===== src/rtl/pc_ctrl.sv =====
// PC sequencing controller: arbitrates trap entry, mret, branches and stalls,
// and drives the PC register's jump_en / jump_addr.
module pc_ctrl #(
   parameter int unsigned ADDR_W    = 32,
   parameter int unsigned IRQ_CAUSE = 11
) (
   input  logic              clk,
   input  logic              rst_n,
   input  logic [ADDR_W-1:0] pc_in,
   input  logic              stall,
   input  logic              br_en,
   input  logic [ADDR_W-1:0] br_addr,
   input  logic              exc_req,
   input  logic [3:0]        exc_cause,
   input  logic              irq_req,
   input  logic              irq_en,
   input  logic              mret_req,
   input  logic [ADDR_W-1:0] mepc_in,
   input  logic [ADDR_W-1:0] mtvec_in,
   output logic              jump_en,
   output logic [ADDR_W-1:0] jump_addr,
   output logic              flush,
   output logic              mepc_we,
   output logic [ADDR_W-1:0] mepc_wdata,
   output logic              mcause_we,
   output logic [31:0]       mcause_wdata,
   output logic              irq_ack,
   output logic              trap_busy
);

   typedef enum logic [1:0] {RUN, PEND, TRAP} state_t;

   state_t            state, state_nxt;
   logic [ADDR_W-1:0] pend_addr, pend_nxt;
   logic              take_exc, take_irq;

   // mtvec low two bits are mode bits; the vector base is word aligned
   logic [ADDR_W-1:0] trap_vec;
   assign trap_vec = mtvec_in & ~ADDR_W'(3);

   always_ff @(posedge clk or negedge rst_n) begin
      if (!rst_n) begin
         state     <= RUN;
         pend_addr <= '0;
      end else begin
         state     <= state_nxt;
         pend_addr <= pend_nxt;
      end
   end

   always_comb begin
      state_nxt    = state;
      pend_nxt     = pend_addr;
      jump_en      = 1'b0;
      jump_addr    = '0;
      flush        = 1'b0;
      mepc_we      = 1'b0;
      mepc_wdata   = '0;
      mcause_we    = 1'b0;
      mcause_wdata = '0;
      irq_ack      = 1'b0;
      trap_busy    = 1'b0;

      take_exc = exc_req && (state != TRAP);
      take_irq = !exc_req && (state == RUN) && irq_req && irq_en && !stall;

      if (take_exc || take_irq) begin
         // save cycle: hold PC, kill the current instruction, record the cause
         jump_en    = 1'b1;
         jump_addr  = pc_in;
         flush      = 1'b1;
         mepc_we    = 1'b1;
         mepc_wdata = pc_in;
         mcause_we  = 1'b1;
         if (take_exc) begin
            mcause_wdata = {1'b0, 27'b0, exc_cause};
         end else begin
            mcause_wdata = {1'b1, 27'b0, 4'(IRQ_CAUSE)};
            irq_ack      = 1'b1;
         end
         pend_nxt  = '0;
         state_nxt = TRAP;
      end else begin
         unique case (state)
            RUN: begin
               if (mret_req) begin
                  jump_en   = 1'b1;
                  jump_addr = mepc_in;
               end else if (br_en && !stall) begin
                  jump_en   = 1'b1;
                  jump_addr = br_addr;
               end else if (br_en && stall) begin
                  jump_en   = 1'b1;
                  jump_addr = pc_in;
                  pend_nxt  = br_addr;
                  state_nxt = PEND;
               end else if (stall) begin
                  jump_en   = 1'b1;
                  jump_addr = pc_in;
               end
            end
            PEND: begin
               jump_en = 1'b1;
               if (stall) begin
                  jump_addr = pc_in;
               end else begin
                  jump_addr = pend_addr;
                  pend_nxt  = '0;
                  state_nxt = RUN;
               end
            end
            TRAP: begin
               jump_en   = 1'b1;
               jump_addr = trap_vec;
               flush     = 1'b1;
               trap_busy = 1'b1;
               state_nxt = RUN;
            end
            default: state_nxt = RUN;
         endcase
      end

      // outputs are quiet while reset is held
      if (!rst_n) begin
         jump_en      = 1'b0;
         jump_addr    = '0;
         flush        = 1'b0;
         mepc_we      = 1'b0;
         mepc_wdata   = '0;
         mcause_we    = 1'b0;
         mcause_wdata = '0;
         irq_ack      = 1'b0;
         trap_busy    = 1'b0;
      end
   end

endmodule


===== config.mk =====
export PLATFORM = sky130hd
export DESIGN_NAME = pc_ctrl
export DESIGN_NICKNAME = d
export VERILOG_FILES = /design/src/rtl/pc_ctrl.sv
export SDC_FILE = /design/constraint.sdc
export NUM_CORES = 1
export LEC_CHECK = 0
export ABC_AREA = 1
export BUFFER_PORTS_ARGS = -buffer_cell sky130_fd_sc_hd__buf_2
export CAP_MARGIN = 20
export CORE_MARGIN = 5
export CORE_UTILIZATION = 45
export DETAILED_ROUTE_END_ITERATION = 8
export PLACE_DENSITY = 0.82
export SLEW_MARGIN = 20
export SYNTH_ARGS = -nofsm -noshare
export SYNTH_HDL_FRONTEND = slang
export SYNTH_SLANG_ARGS = --single-unit

===== constraint.sdc =====
create_clock -name clk -period 2.16 [get_ports clk]
set_input_delay 0.216 -clock clk [delete_from_list [all_inputs] [get_ports clk]]
set_output_delay 0.216 -clock clk [all_outputs]
set_load 0.02 [all_outputs]

==> reports/qor.txt <==
Final Non-Filler Cells -> 1095
Largest net degree at the start of global routing -> 66
Post-Place Worst Slack -> 103 ps
Vias per inst -> 5.19
Crit-path cells -> buf_6 -> ha_4 -> or2_4 -> nor2_4 -> buf_12 -> buf_12 -> nand2_4 -> nand2_2 -> buf_6
Status -> complete, but fails checks
Arr. time, crit path -> 2000 ps
Min Tclk post-route -> 2210 ps
Worst Hold Class -> in -> async
Maximum vdd drop -> 0.597 mV
Violated checks -> negative setup slack
Root buf cell -> clkbuf_8
Delay-heaviest family, CP -> buffers and inverters
Die area -> 11000 sq um
Post-route DRC -> 0
Critical Path RT -> 1940 ps
Routed vias -> 5680
Final WL -> 16900 um
Leakage -> 3.84 nW
DRT iter0 DRCs -> 359
YS warnings -> 0
Synth area leaders -> nand2_1, dfrtp_1, nor2_1, nand3_1, a21oi_1
Std cell rows -> 34
Clock transition at path regs -> 70 ps
Share of cells above drive strength 1 -> 40.5%
I/O Pins -> 242
WS Path Type -> reg -> out
Max-cap viol count -> 0
Final hold vios -> 0
DRT Pass-1 Iters -> 5
Synthesized area -> 4040 sq um
Routability cong. -> 0.856
Post-DRT Antenna Nets -> 0
PortBufs -> 212
Tot GR Track Use -> 26.0%
Layout area overhead -> 59.5%
Slowest cell on the critical path -> dfrtp_1
Vias in the first global route -> 5124
Clock skew -> 4.78 ps
Worst path bufs/invs -> 4
Most numerous cell in the Yosys netlist -> nand2_1
Initial antenna violation count -> 0
FMAX -> 452 MHz
Clk_lat worst skew -> 280 ps
Async SR Flop Fraction -> 100%
Synth Flop Type -> dfrtp_1
Crit. End Element -> primary output
Number of buffers created by CTS -> 5
Layout Utilization -> 73.8%
Fin area -> 6430 sq um
H-tree Lvls -> 2
Placed cell count -> 1068
Avg Cell Area, Syn -> 5.21 sq um
First-pass GRT wire length -> 24300 um
HPWL Detailed -> 10400 um
Startpoint types -> flip-flop
Seq cells post-synth -> 34
Total gr overflow -> 0
CTS max path bufs -> 2
Final net count -> 1130
Final setup margin -> -51.6 ps
Final Cycle Share -> 102%
Crit-path max FO -> 8
Starting Density -> 46.3%
Power Density -> 980 nW/um^2
Max Transition Viols Final -> 0
Clk sink count -> 34
Die Height -> 105 um
Seq/Total Area, Yosys -> 21.1%
Synth cell count leaders -> nand2_1, nor2_1, nand3_1
Final setup violation count -> 23
RSZ-0062 raised after global routing -> true
Synth top area share -> 33.5%
Die width -> 105 um
TritonCTS clock tree -> done
Ant diodes -> 0
Post-synth top area cell -> nand2_1
Core footprint -> 8720 sq um
Post-synthesis instance total -> 775
Max incr delay on CP -> 430 ps
Worst hold slack -> 27.9 ps
Reg2reg setup slack -> 240 ps
Post-synthesis cell type count -> 24
Post-synth EDFFs -> 0
FILL cells -> 711
Area after DPL -> 5120 sq um
Routed WL per cell -> 15.4 um
==> power by group <==
| group | switching [W] | internal, W |
|---|---|---|
| clock | 0.000237 | 0.000340 |
| combinational | 0.00278 | 0.00188 |
| sequential | 0.000163 | 0.000914 |
| total | 0.00318 | 0.00313 |
==> flip-flops by register name (all words and copies together) (netlist names) <==
signal and count:
pend_addr 32, state 2
==> placed cells by master, fill, tap and decap left out, drive strengths merged <==
master and count:
nand4 1, ha 4, nand3 70, nand2 364, o21ai 5, inv 45, nor2 111, a21oi 61
conb 27, bufinv 1, buf 248, nor3 1, or2 1, dfrtp 34, clkinv 3, clkbuf 10
bufbuf 1
==> final timing paths <==
path	cells past startpoint	to	startpoint
max	9	jump_addr[18]	state[0]
min	2	pend_addr[30]	rst_n
max reg2reg	10	state[1]	state[0]
min reg2reg	2	pend_addr[3]	pend_addr[3]
max in group asynchronous	2	state[1]	rst_n
min in group clk	5	pend_addr[24]	br_addr[24]
==> area by class of cell <==
class / instances / area (sq um) / area share (%)
inverter: 46 / 198 / 3.07
sequential: 34 / 852 / 13.2
tap: 108 / 135 / 2.10
multi-input combinational: 645 / 3090 / 48.0
clock buffer: 5 / 68.8 / 1.07
timing repair buffer: 254 / 2050 / 31.9
clock inverter: 3 / 40.0 / 0.622
==> repair_timing <==
| action | CTS | global route |
|---|---|---|
| gates cloned | 4 | 5 |
| setup endpoints to repair | 64 | 64 |
| buffers inserted | 8 | 2 |
| pin swaps | 5 | 31 |
| resized for setup | 49 | 248 |
| hold buffers | 0 | 0 |
==> through the flow <==
| stage | setup TNS [ps] | total power (W) |
|---|---|---|
| 6_report | -354 | 0.00631 |
| 5_1_grt | -3300 | 0.00679 |
| 4_1_cts | 0 | 0.00542 |
| 3_5_place_dp | 0 | 0.00450 |
| 3_3_place_gp | 0 | 0.00445 |
| 2_1_floorplan | 0 | 0.00349 |
==> cell families after synthesis <==
group                      after synthesis  share of synthesized area [%]
and+or+nand+nor                        548                           54.4
buffers and inverters                  122                           15.0
AOI/OAI and AO/OA                       66                           8.19
DFF                                     34                           21.1
adders and majority gates                4                           1.24
other                                    1                         0.0929
==> routing by layer <==
metal  up-vias  routed length (um)  GRT usage (%)
met1      2547                6010           31.6
met3        44                1580           5.30
li1       2765                   -              -
met4         0                 450           5.02
met5         -                   0              0
met2       324                8870           47.6
Note: power is estimated with default switching activity, not from simulation.
